**config.mk**
```make
export PLATFORM = sky130hd
export DESIGN_NAME = rail_monitor_scheduler_flat
export DESIGN_NICKNAME = d
export VERILOG_FILES = /design/src/rtl/rail_monitor_scheduler_pkg.sv /design/src/rtl/rail_monitor_scheduler_if.sv /design/src/rtl/rail_monitor_scheduler_debounce.sv /design/src/rtl/rail_monitor_scheduler.sv /design/src/flat_wrapper.sv
export SDC_FILE = /design/constraint.sdc
export NUM_CORES = 1
export LEC_CHECK = 0
export ABC_AREA = 0
export CORE_MARGIN = 2
export CORE_UTILIZATION = 51
export CTS_BUF_LIST = sky130_fd_sc_hd__clkbuf_2 sky130_fd_sc_hd__clkbuf_4 sky130_fd_sc_hd__clkbuf_8
export CTS_CLUSTER_DIAMETER = 40
export DETAILED_ROUTE_END_ITERATION = 12
export PLACE_DENSITY = 0.75
export SETUP_SLACK_MARGIN = 0.02
export SLEW_MARGIN = 20
export SYNTH_ARGS = -nofsm -noshare
export SYNTH_HDL_FRONTEND = slang
export SYNTH_HIERARCHICAL = 1
export SYNTH_SLANG_ARGS = --single-unit
```
**constraint.sdc**
```tcl
create_clock -name sclk -period 2.8 [get_ports sclk]
set_clock_uncertainty 0.1 [all_clocks]
set_input_delay 0.56 -clock sclk [delete_from_list [all_inputs] [get_ports sclk]]
set_output_delay 0.56 -clock sclk [all_outputs]
set_load 0.02 [all_outputs]
```
**src/rtl/rail_monitor_scheduler_pkg.sv**
```systemverilog
// Shared types and reset defaults for the rail monitor scheduler.
package rail_monitor_scheduler_pkg;

    typedef enum logic {
        RMS_IDLE = 1'b0,
        RMS_EMIT = 1'b1
    } rms_state_t;

    localparam logic [7:0] RAIL_LO_DEFAULT = 8'h00;
    localparam logic [7:0] RAIL_HI_DEFAULT = 8'hFF;

    // Index width that stays legal for a single-rail build.
    function automatic int idx_width(input int n);
        return (n > 1) ? $clog2(n) : 1;
    endfunction

endpackage

```
**src/rtl/rail_monitor_scheduler_if.sv**
```systemverilog
// Telemetry valid/ready stream carrying one rail sample per word.
interface rail_monitor_scheduler_if #(
    parameter int NUMADCS = 5
) ();
    import rail_monitor_scheduler_pkg::*;

    localparam int CHAN_W = idx_width(NUMADCS);

    logic              m_valid;
    logic              m_ready;
    logic [CHAN_W-1:0] m_chan;
    logic [7:0]        m_data;
    logic              m_fault;

    modport master (output m_valid, m_chan, m_data, m_fault, input m_ready);
    modport slave  (input m_valid, m_chan, m_data, m_fault, output m_ready);

endinterface

```
**src/rtl/rail_monitor_scheduler_debounce.sv**
```systemverilog
// Per-rail fault debounce: the flag toggles only after DEBOUNCE consecutive
// captured sample sets disagree with it.
module rail_fault_debounce #(
    parameter int DEBOUNCE = 4
) (
    input  logic sclk,
    input  logic rst,
    input  logic sample_en,
    input  logic oor,
    output logic fault
);

    logic [3:0] r_cnt;
    logic       r_fault;

    always_ff @(posedge sclk) begin
        if (rst) begin
            r_cnt   <= '0;
            r_fault <= 1'b0;
        end else if (sample_en) begin
            if (oor != r_fault) begin
                if (r_cnt == 4'(DEBOUNCE - 1)) begin
                    r_fault <= ~r_fault;
                    r_cnt   <= '0;
                end else begin
                    r_cnt <= r_cnt + 4'd1;
                end
            end else begin
                r_cnt <= '0;
            end
        end
    end

    assign fault = r_fault;

endmodule

```
**src/rtl/rail_monitor_scheduler.sv**
```systemverilog
// Captures rail sample sets, serializes them onto the telemetry stream,
// and tracks window faults, dropped sets and sensor stalls.
//
//  state    | meaning
//  RMS_IDLE | waiting for a sample set strobe
//  RMS_EMIT | presenting snapshot word ch until the last word is accepted
module rail_monitor_scheduler
    import rail_monitor_scheduler_pkg::*;
#(
    parameter int NUMADCS      = 5,
    parameter int DEBOUNCE     = 4,
    parameter int STALE_CYCLES = 1_000_000
) (
    input  logic                           sclk,
    input  logic                           rst,
    input  logic [NUMADCS-1:0][7:0]        in_data,
    input  logic                           in_valid,
    input  logic                           cfg_we,
    input  logic [$clog2(2*NUMADCS)-1:0]   cfg_addr,
    input  logic [7:0]                     cfg_wdata,
    rail_monitor_scheduler_if.master       m_if,
    output logic [NUMADCS-1:0]             fault_vec,
    output logic                           overrun,
    output logic [7:0]                     overrun_cnt,
    output logic                           stale
);

    localparam int CHAN_W  = idx_width(NUMADCS);
    localparam int ADDR_W  = $clog2(2*NUMADCS);
    localparam int STALE_W = $clog2(STALE_CYCLES + 1);

    rms_state_t               r_state;
    rms_state_t               w_state_nxt;
    logic [CHAN_W-1:0]        r_ch;
    logic [CHAN_W-1:0]        w_ch_nxt;
    logic [NUMADCS-1:0][7:0]  r_snap;
    logic [NUMADCS-1:0][7:0]  r_lo;
    logic [NUMADCS-1:0][7:0]  r_hi;
    logic [NUMADCS-1:0]       w_oor;
    logic                     w_capture;
    logic                     w_drop;
    logic                     r_overrun;
    logic [7:0]               r_overrun_cnt;
    logic [STALE_W-1:0]       r_stale_cnt;

    assign w_capture = in_valid && (r_state == RMS_IDLE);
    assign w_drop    = in_valid && (r_state != RMS_IDLE);

    always_ff @(posedge sclk) begin
        if (rst) begin
            r_state <= RMS_IDLE;
            r_ch    <= '0;
        end else begin
            r_state <= w_state_nxt;
            r_ch    <= w_ch_nxt;
        end
    end

    always_comb begin
        w_state_nxt  = r_state;
        w_ch_nxt     = r_ch;
        m_if.m_valid = 1'b0;
        case (r_state)
            RMS_IDLE: begin
                if (in_valid) begin
                    w_state_nxt = RMS_EMIT;
                    w_ch_nxt    = '0;
                end
            end
            RMS_EMIT: begin
                m_if.m_valid = 1'b1;
                if (m_if.m_ready) begin
                    if (r_ch == CHAN_W'(NUMADCS - 1)) begin
                        w_state_nxt = RMS_IDLE;
                    end else begin
                        w_ch_nxt = r_ch + CHAN_W'(1);
                    end
                end
            end
        endcase
    end

    assign m_if.m_chan  = r_ch;
    assign m_if.m_data  = r_snap[r_ch];
    assign m_if.m_fault = fault_vec[r_ch];

    // Thresholds are sampled before any same-cycle config write lands.
    for (genvar k = 0; k < NUMADCS; k++) begin : g_rail
        assign w_oor[k] = (in_data[k] < r_lo[k]) || (in_data[k] > r_hi[k]);

        rail_fault_debounce #(
            .DEBOUNCE (DEBOUNCE)
        ) u_debounce (
            .sclk      (sclk),
            .rst       (rst),
            .sample_en (w_capture),
            .oor       (w_oor[k]),
            .fault     (fault_vec[k])
        );
    end

    always_ff @(posedge sclk) begin
        if (rst) begin
            r_snap        <= '0;
            r_lo          <= {NUMADCS{RAIL_LO_DEFAULT}};
            r_hi          <= {NUMADCS{RAIL_HI_DEFAULT}};
            r_overrun     <= 1'b0;
            r_overrun_cnt <= '0;
            r_stale_cnt   <= '0;
        end else begin
            if (w_capture) begin
                r_snap <= in_data;
            end
            r_overrun <= w_drop;
            if (w_drop && (r_overrun_cnt != 8'hFF)) begin
                r_overrun_cnt <= r_overrun_cnt + 8'd1;
            end
            if (in_valid) begin
                r_stale_cnt <= '0;
            end else if (r_stale_cnt != STALE_W'(STALE_CYCLES)) begin
                r_stale_cnt <= r_stale_cnt + STALE_W'(1);
            end
            for (int k = 0; k < NUMADCS; k++) begin
                if (cfg_we && (cfg_addr == ADDR_W'(2*k))) begin
                    r_lo[k] <= cfg_wdata;
                end
                if (cfg_we && (cfg_addr == ADDR_W'(2*k + 1))) begin
                    r_hi[k] <= cfg_wdata;
                end
            end
        end
    end

    assign overrun     = r_overrun;
    assign overrun_cnt = r_overrun_cnt;
    assign stale       = (r_stale_cnt >= STALE_W'(STALE_CYCLES));

endmodule

```
**src/flat_wrapper.sv**
```systemverilog
// flat-port wrapper written by rule: the top's interface ports become plain ports
module rail_monitor_scheduler_flat import rail_monitor_scheduler_pkg::*;
#(
    parameter int NUMADCS      = 5,
    parameter int DEBOUNCE     = 4,
    parameter int STALE_CYCLES = 1_000_000
)
  (sclk, rst, in_data, in_valid, cfg_we, cfg_addr, cfg_wdata, fault_vec, overrun, overrun_cnt, stale, m_if_m_valid, m_if_m_chan, m_if_m_data, m_if_m_fault, m_if_m_ready);
  rail_monitor_scheduler_if #(.NUMADCS(NUMADCS)) m_if_i ();
  input  logic sclk;
  input  logic rst;
  input  logic [NUMADCS-1:0][7:0] in_data;
  input  logic in_valid;
  input  logic cfg_we;
  input  logic [$clog2(2*NUMADCS)-1:0] cfg_addr;
  input  logic [7:0] cfg_wdata;
  output logic [NUMADCS-1:0] fault_vec;
  output logic overrun;
  output logic [7:0] overrun_cnt;
  output logic stale;
  output wire logic [$bits(m_if_i.m_valid)-1:0] m_if_m_valid;
  output wire logic [$bits(m_if_i.m_chan)-1:0] m_if_m_chan;
  output wire logic [$bits(m_if_i.m_data)-1:0] m_if_m_data;
  output wire logic [$bits(m_if_i.m_fault)-1:0] m_if_m_fault;
  input wire logic [$bits(m_if_i.m_ready)-1:0] m_if_m_ready;
  assign m_if_m_valid = m_if_i.m_valid;
  assign m_if_m_chan = m_if_i.m_chan;
  assign m_if_m_data = m_if_i.m_data;
  assign m_if_m_fault = m_if_i.m_fault;
  assign m_if_i.m_ready = m_if_m_ready;
  rail_monitor_scheduler #(.NUMADCS(NUMADCS), .DEBOUNCE(DEBOUNCE), .STALE_CYCLES(STALE_CYCLES)) u_core (.sclk(sclk), .rst(rst), .in_data(in_data), .in_valid(in_valid), .cfg_we(cfg_we), .cfg_addr(cfg_addr), .cfg_wdata(cfg_wdata), .m_if(m_if_i), .fault_vec(fault_vec), .overrun(overrun), .overrun_cnt(overrun_cnt), .stale(stale));
endmodule
```
==> run summary, run 1 <==
The flow ran to the end, and the final reports show no timing, DRC or antenna violations. The number of H-tree branching levels is 4. The most used flip-flop cell after synthesis is sky130_fd_sc_hd__dfxtp_1.

The average wire per standard cell is 15.6 um. The worst setup path is launched from a register. In this run the worst hold path is classified as reg2reg. The highest clock rate is 371 MHz. The areal power density over the cells is 460 nW/um2. The quantity of I/O buffers inserted on ports is 84.

The die covers 19600 um2. Measured against its own limit, the worst slew margin works out to 0.490. The actual transition at the worst max-transition pin is 0.763 ns. Leaving out fill and tap cells, the most frequent cells in the layout are sky130_fd_sc_hd__dfxtp_1, sky130_fd_sc_hd__nand2_1, sky130_fd_sc_hd__nor2_1, sky130_fd_sc_hd__a21oi_1, sky130_fd_sc_hd__inv_1. The hold-fix buffer count after cts came out at 0. Broken down by cell family, the worst path's largest delay share belongs to buffers and inverters. The placement-stage cell area is 10900 um2. The total negative slack came out at 0 ns. The total nets after synthesis is 1265. The clock drives 178 sinks. Of the cells placed in the final design, the portion with a size suffix greater than 1 is 0.105. The data arrival time at the worst-slack endpoint came out at 2.04 ns. The design area came out at 11300 um2. The clock latency of the later-clocked register in the worst-skew pair is 0.47 ns. The count of final setup violators came out at 0.

The clock root buffer is sky130_fd_sc_hd__clkbuf_8. The final number of hold-violating endpoints came out at 0. The growth of design area from synthesis to finish came out at 19.4%. The number of diodes added for antenna fixing is 0. The number of warnings reported in the yosys synthesis log came out at 6.

The distinct cell type count of the synthesized netlist came out at 52. The die width is 140 um. The number of top-level pins is 85.

The setup slack after layout is 0.104 ns. The cell row count is 49. After the first detailed-routing iteration, the DRC count stood at 553. The net count of the finished layout is 1377.

The global-route usage over all layers is 0.235. The required time of the worst setup path came out at 2.14 ns. The largest net degree at the start of global routing is 92.

The HPWL after detailed placement came out at 16400 um. The initial antenna violation count came out at 0. The number of search-and-repair iterations in the first detailed-routing pass came out at 5.

Counting flops with a built-in enable in the synthesized netlist gives 0. The number of fill cells in the layout came out at 1583. The post-route clock period utilization is 0.963. The share of flip-flops with an asynchronous set or reset after synthesis came out at 0. The first global-routing pass estimated 37300 um of wire. The via count of the first global-routing pass came out at 7553.

In this run the remaining antenna-violating nets after routing total 0. The leakage power figure is 0.00475 uW. Clock tree synthesis inserted a total of 17 buffers. The number of maximum-capacitance constraint violations is 0.

The max-slew violation count came out at 0. Buffers added to address setup during post-CTS repair amount to 0. The total core area came out at 18000 um2. A synthesized cell averages 8.40 um2. The global-route congestion overflow total is 0. After detailed routing, the total wire length is 23100 um. Summing every instance area after synthesis gives 9430 um2. On the critical path, the stage with the largest delay is an instance of sky130_fd_sc_hd__mux4_2. The clock period minus worst slack came out at 2.70 ns. In the routed layout, each cell is associated on average with a via count of 5.52.

The cell count after synthesis came out at 1123. The critical path start-end classification is reg2out. The CTS tree is yes. The worst vdd rail ir drop came out at 0.000300 V. The remaining design rule violation count came out at 0. The critical path goes through buf_12 -> mux4_2 -> inv_1 -> o21ai_0 -> clkdlybuf4s15_1. Measured on the finished design, the core utilization comes to 0.625. The height of the die came out at 140 um. The maximum root-to-sink buffer count came out at 2. Setup repair after global routing left no endpoint under its margin.

The library cell used most frequently in the layout, excluding fill and tap cells, is sky130_fd_sc_hd__dfxtp_1. At the placement stage, the worst setup path has a slack of -0.155 ns. The buffering stage count on the worst path with inverters included came out at 3. Of all nets on the critical path, the largest fanout is 11. The total via count after detailed routing is 8142. The design draws 5180 uW. The worst setup path is captured at an output pin. Setup slack on the worst reg-to-reg path comes out at 0.42 ns.

The maximum single-stage delay on the critical path is 0.50 ns. The synthesis-stage register bit count came out at 178. The effective utilization at floorplan came out at 0.523. At the end of routability-driven placement, the weighted congestion stood at 0.846. The sequential-to-total area share from yosys stat is 0.378. The register clock-pin slew on the reported worst setup and hold paths came out at 0.09 ns.
## flip-flops by register name (all words and copies together), names as in the netlist
name,count
u_core/g_rail.u_debounce/fault,5
u_core/g_rail.u_debounce/r_cnt,20
u_core/m_if.m_chan,3
u_core/overrun,1
u_core/overrun_cnt,8
u_core/r_hi,40
u_core/r_lo,40
u_core/r_snap,40
u_core/r_stale_cnt,20
u_core/r_state,1
## metrics by stage
stage / std cells / hold WS (ns)
final: 1476 / 0.357
after global routing: 1476 / 0.372
after CTS: 1476 / 0.358
after detailed placement: 1445 / 0.347
after global placement: 1445 / 0.342
after floorplan: 1123 / 0.332
## routing by layer
layer	GRT usage	wire length, um	share of wire	vias to the layer above
li1	-	-	-	4068
met1	0.314	10600	0.46	3852
met2	0.395	11100	0.48	197
met3	0.0403	1110	0.048	25
met4	0.0642	291	0.013	0
met5	0	0	0	-
## Yosys cell counts (2+ instances only)
cell type	number	share of area
sky130_fd_sc_hd__nand4_1	13	0.0086
sky130_fd_sc_hd__dfxtp_1	178	0.38
sky130_fd_sc_hd__nor4_1	4	0.0027
sky130_fd_sc_hd__buf_4	2	0.0016
sky130_fd_sc_hd__nand3_1	37	0.020
sky130_fd_sc_hd__buf_2	5	0.0027
sky130_fd_sc_hd__nand2_1	148	0.059
sky130_fd_sc_hd__a31oi_1	5	0.0033
sky130_fd_sc_hd__nor4bb_1	5	0.0053
sky130_fd_sc_hd__nor3b_1	8	0.0064
sky130_fd_sc_hd__nand2b_1	20	0.013
sky130_fd_sc_hd__and4bb_2	5	0.0066
sky130_fd_sc_hd__xor2_2	5	0.0086
sky130_fd_sc_hd__a21o_1	5	0.0040
sky130_fd_sc_hd__a21boi_0	5	0.0040
sky130_fd_sc_hd__clkbuf_1	46	0.018
sky130_fd_sc_hd__mux2i_1	40	0.042
sky130_fd_sc_hd__a211o_1	38	0.035
sky130_fd_sc_hd__nor3_1	14	0.0074
sky130_fd_sc_hd__and4_1	5	0.0046
sky130_fd_sc_hd__nand4bb_1	5	0.0060
sky130_fd_sc_hd__ha_1	85	0.11
sky130_fd_sc_hd__xnor2_1	8	0.0074
sky130_fd_sc_hd__o311ai_1	5	0.0046
sky130_fd_sc_hd__a21oi_2	5	0.0046
sky130_fd_sc_hd__a21oi_1	105	0.056
sky130_fd_sc_hd__mux4_2	9	0.021
sky130_fd_sc_hd__or3_1	4	0.0027
sky130_fd_sc_hd__nor2_1	109	0.043
sky130_fd_sc_hd__xor2_1	10	0.0093
sky130_fd_sc_hd__nor2b_1	17	0.011
sky130_fd_sc_hd__o21ai_1	5	0.0027
sky130_fd_sc_hd__or4_1	3	0.0024
sky130_fd_sc_hd__o21ai_0	34	0.018
sky130_fd_sc_hd__o31ai_1	2	0.0016
sky130_fd_sc_hd__nand3b_1	11	0.0088
sky130_fd_sc_hd__inv_1	103	0.041
## cells by family (layout without fill, tap and decap cells)
kind of cell               count (synthesis)  after routing  synth area share
and+or+nand+nor                          415            415             0.216
adders and majority gates                 85             85             0.113
DFF                                      178            178             0.378
xor gates and xnor gates                  23             23            0.0253
buffers and inverters                    157            281            0.0640
muxes                                     49             49            0.0640
AOI/OAI and AO/OA                        216            216             0.140
## layout make-up
| class | count | area [um2] | area share |
|---|---|---|---|
| multi-input cells | 788 | 5270 | 0.468 |
| flip-flops and latches | 178 | 3560 | 0.316 |
| repair buffers | 146 | 1340 | 0.119 |
| inverters | 104 | 390 | 0.0347 |
| well taps | 229 | 287 | 0.0254 |
| clock buffers | 19 | 262 | 0.0232 |
| clock inverters | 12 | 155 | 0.0138 |
## what timing repair did
action / 4_1_cts / 5_1_grt
resized for setup: 12 / 15
cloned: 0 / 0
setup endpoints to repair: 10 / 6
## worst paths after layout
check | cells past startpoint | startpoint | to
max reg2reg | 9 | u_core/r_hi[21] | u_core/g_rail[2].u_debounce/r_cnt[0]
min reg2reg | 2 | u_core/r_lo[6] | u_core/r_lo[6]
max | 5 | u_core/m_if.m_chan[0] | m_if_m_data[4]
min | 2 | u_core/r_lo[6] | u_core/r_lo[6]
## power by group
group	switching (uW)	total (uW)	internal [uW]
Combinational	371	667	296
Clock	950	1880	929
Sequential	38.6	2630	2590
## worst register-to-register path: cells and delay by family, from the launching register on
| kind | cells | cell delay (ns) |
|---|---|---|
| simple gates | 3 | 0.57 |
| buf+inv | 1 | 0.05 |
| fa+ha+maj | 1 | 0.30 |
| compound gates | 3 | 0.70 |
| flops | 1 | 0.32 |
| xor+xnor | 1 | 0.29 |
(Power assumes the default switching activity.)
==> run 2: changes to the inputs <==
--- a/config.mk
+++ b/config.mk
@@ -7,11 +7,11 @@
 export LEC_CHECK = 0
 export ABC_AREA = 0
 export CORE_MARGIN = 2
-export CORE_UTILIZATION = 51
+export CORE_UTILIZATION = 60
 export CTS_BUF_LIST = sky130_fd_sc_hd__clkbuf_2 sky130_fd_sc_hd__clkbuf_4 sky130_fd_sc_hd__clkbuf_8
 export CTS_CLUSTER_DIAMETER = 40
 export DETAILED_ROUTE_END_ITERATION = 12
-export PLACE_DENSITY = 0.75
+export PLACE_DENSITY = 0.86
 export SETUP_SLACK_MARGIN = 0.02
 export SLEW_MARGIN = 20
 export SYNTH_ARGS = -nofsm -noshare
==> run summary, run 2 (synthesis results as in run 1) <==
The quantity of I/O buffers inserted on ports came out at 84 (unchanged). The routability congestion estimate from global placement was 0.899 (+6.3%). The leakage power figure is 0.00470 uW (-1.1%).

The register clock-pin slew on the reported worst setup and hold paths came out at 0.09 ns (about the same). Walking the worst path, the cells encountered are or4_4 -> o21ai_0 -> a21oi_1 -> dlygate4sd2_1. The effective utilization at floorplan was 0.618 (+0.0948). The maximum fanout encountered on the critical timing path was 5 (-6).

The growth of design area from synthesis to finish is 18.0%. The number of top-level pins is 85 (unchanged). The number of nets still failing antenna checks after routing came out at 0 (unchanged). The library cells used most frequently in the layout, excluding fill and tap cells, are sky130_fd_sc_hd__dfxtp_1, sky130_fd_sc_hd__nand2_1, sky130_fd_sc_hd__nor2_1, sky130_fd_sc_hd__a21oi_1, sky130_fd_sc_hd__inv_1. The buffering stage count on the worst path with inverters included came out at 1 (-2).

The utilization after layout came out at 0.729 (+0.105). The total CTS buffers came out at 17 (unchanged). The total via count after detailed routing is 8356 (+2.6%). The critical path start-end classification is reg2out.

The met2 global-route usage was 0.513 (+0.117). The number of diodes added for antenna fixing is 0 (unchanged). The design area came out at 11100 um2 (-1.1%).

The actual transition at the worst max-transition pin was 0.790 ns (+0.0271 ns). The clock period minus worst slack came out at 2.69 ns (-0.00901 ns). The remaining max-slew budget at the tightest pin is 0.472 (-0.0181). The die width came to 129 um (-7.6%).

Leaving out fill and tap cells, the most frequent cell in the layout is sky130_fd_sc_hd__dfxtp_1. The post-layout net count is 1370 (-0.51%). The total negative slack is 0 ns (unchanged).

The clock sink total came out at 178 (unchanged). The wire length of the first global-routing pass is 38500 um (+3.1%). The largest net degree at the start of global routing is 73 (-21%). The number of fill cells in the layout is 1169 (-26%). The flow ran to the end, and the final reports show no timing, DRC or antenna violations.

The height of the die is 129 um (-7.6%). The via count of the first global-routing pass is 7973 (+5.6%). The global-route congestion overflow total is 0 (unchanged). The required time of the worst setup path came out at 2.14 ns (about the same). The placement-stage cell area came out at 10800 um2 (-0.94%). The HPWL after detailed placement came to 17100 um (+4.1%).

The largest registers in the layout are u_core/r_hi: 40 flops, u_core/r_lo: 40 flops, u_core/r_snap: 40 flops. The data arrival time at the worst-slack endpoint came to 2.03 ns (about the same). The met1 track demand over resource came out at 0.368 (+0.0538). CTS placed an instance of sky130_fd_sc_hd__clkbuf_8 at the clock tree root. The initial antenna violation count came out at 0 (unchanged).

The type of element capturing the critical path is an output pin. The average wire per standard cell came out at 16.5 um (+5.7%). The number of maximum-capacitance constraint violations is 0 (unchanged). The combinational cell fraction of total power was 0.136 (+0.007). The max-slew violation count came out at 0 (unchanged).

The highest clock rate was 372 MHz (+0.34%). The worst vdd rail ir drop is 0.000388 V (+29%). The total core area came to 15300 um2 (-15%). The CTS tree is yes. The count of final setup violators came out at 0 (unchanged).

Setup repair after global routing left no endpoint under its margin. The switching share of total power came out at 0.269 (+0.00619). The overall routed net length came to 24000 um (+3.9%). The fraction of final layout cells with drive strength greater than 1 came out at 0.105 (-0.000298).

The final number of hold-violating endpoints is 0 (unchanged). The violation count after the first detailed-route iteration is 663 (+20%). The global-route usage over all layers is 0.295 (+0.0598).

The maximum root-to-sink buffer count came out at 2 (unchanged). The clock latency of the later-clocked register in the worst-skew pair came out at 0.47 ns (about the same). The post-route clock period utilization came to 0.960 (-0.00322). The number of H-tree branching levels is 4 (unchanged).

After global routing, the most crowded layer is met2. The areal power density over the cells came out at 447 nW/um2 (-2.7%). The cell internal power dissipation is 3640 uW (-4.7%).

The worst setup path is launched from a register. The detail-routed via count per cell is 5.75 (+4.3%). The setup slack after placement was -0.177 ns (-0.0213 ns).

The die area is 16700 um2 (-15%). The power share of the clock group came to 0.335 (-0.028). The cell class contributing the biggest share of worst-path delay is simple AND/OR/NAND/NOR gates. The number of search-and-repair iterations in the first detailed-routing pass came out at 8 (+3). The type of the most critical hold path is reg2reg.

For this design, the slowest cell found on the critical path is sky130_fd_sc_hd__or4_4. The cell row count is 45 (-8.2%). The maximum single-stage delay on the critical path came to 0.58 ns (+0.08 ns).

The setup slack after layout is 0.113 ns (+0.00901 ns). The met3 usage in global routing came to 0.0636 (+0.0232). The portion of total power attributed to sequential cells was 0.529 (+0.021). The net switching power is 1340 uW (-1.6%).

The remaining design rule violation count is 0 (unchanged).
==> run 2: worst reg2reg max path: stages, from the launching register on <==
cell and delay [ns]:
sky130_fd_sc_hd__dfxtp_1 0.31, sky130_fd_sc_hd__inv_1 0.04, sky130_fd_sc_hd__ha_1 0.31, sky130_fd_sc_hd__nand4_1 0.15, sky130_fd_sc_hd__nor3_1 0.29, sky130_fd_sc_hd__nor2_1 0.07, sky130_fd_sc_hd__a211o_1 0.34, sky130_fd_sc_hd__xor2_2 0.20
sky130_fd_sc_hd__a21boi_0 0.29, sky130_fd_sc_hd__o21ai_1 0.12
==> run 2: repair_timing <==
item	4_1_cts	5_1_grt
buffers inserted	2	0
resized for setup	27	16
hold buffers	0	0
endpoints found under the setup margin	10	9
==> run 2: metrics by stage <==
| step | instances | hold slack [ns] | power [uW] |
|---|---|---|---|
| after floorplan | 1123 | 0.332 | 3040 |
| after global placement | 1418 | 0.340 | 3330 |
| after detailed placement | 1418 | 0.346 | 3350 |
| after CTS | 1452 | 0.358 | 4990 |
| after global routing | 1452 | 0.382 | 5190 |
| final | 1452 | 0.360 | 4980 |
==> run 2: per-layer routing <==
layer,wire length (um),up-vias,share of wire
met5,0,-,0
met4,461,0,0.019
met3,1370,43,0.057
met2,11700,293,0.49
met1,10400,3972,0.43
li1,-,4048,-
==> run 2: final timing paths <==
path | from | endpoint | slack (ns) | cells past startpoint
worst min-delay path | u_core/r_snap[31] | u_core/r_snap[31] | 0.36 | 2
worst max register to register | u_core/r_hi[15] | u_core/g_rail[1].u_debounce/r_cnt[2] | 0.46 | 9
worst max-delay path | u_core/r_stale_cnt[10] | stale | 0.11 | 4
worst min register to register | u_core/r_snap[31] | u_core/r_snap[31] | 0.36 | 2
==> run 2: final cells by class <==
| type | instances | area [um2] | area share |
|---|---|---|---|
| timing repair buffer | 139 | 1270 | 0.115 |
| tap | 211 | 264 | 0.0237 |
| inverter | 104 | 390 | 0.0351 |
| sequential | 178 | 3560 | 0.320 |
| multi-input combinational | 788 | 5270 | 0.473 |
| clock buffer | 24 | 318 | 0.0286 |
| clock inverter | 8 | 51.3 | 0.00461 |
==> run 2: power by group through the flow <==
stage               Sequential, uW  Combinational, uW  Clock [uW]
finish                        2630                677        1670
floorplan                     2680                363           0
detailed placement            2690                664           0
CTS                           2630                672        1690
global placement              2690                645           0
global route                  2640                740        1810
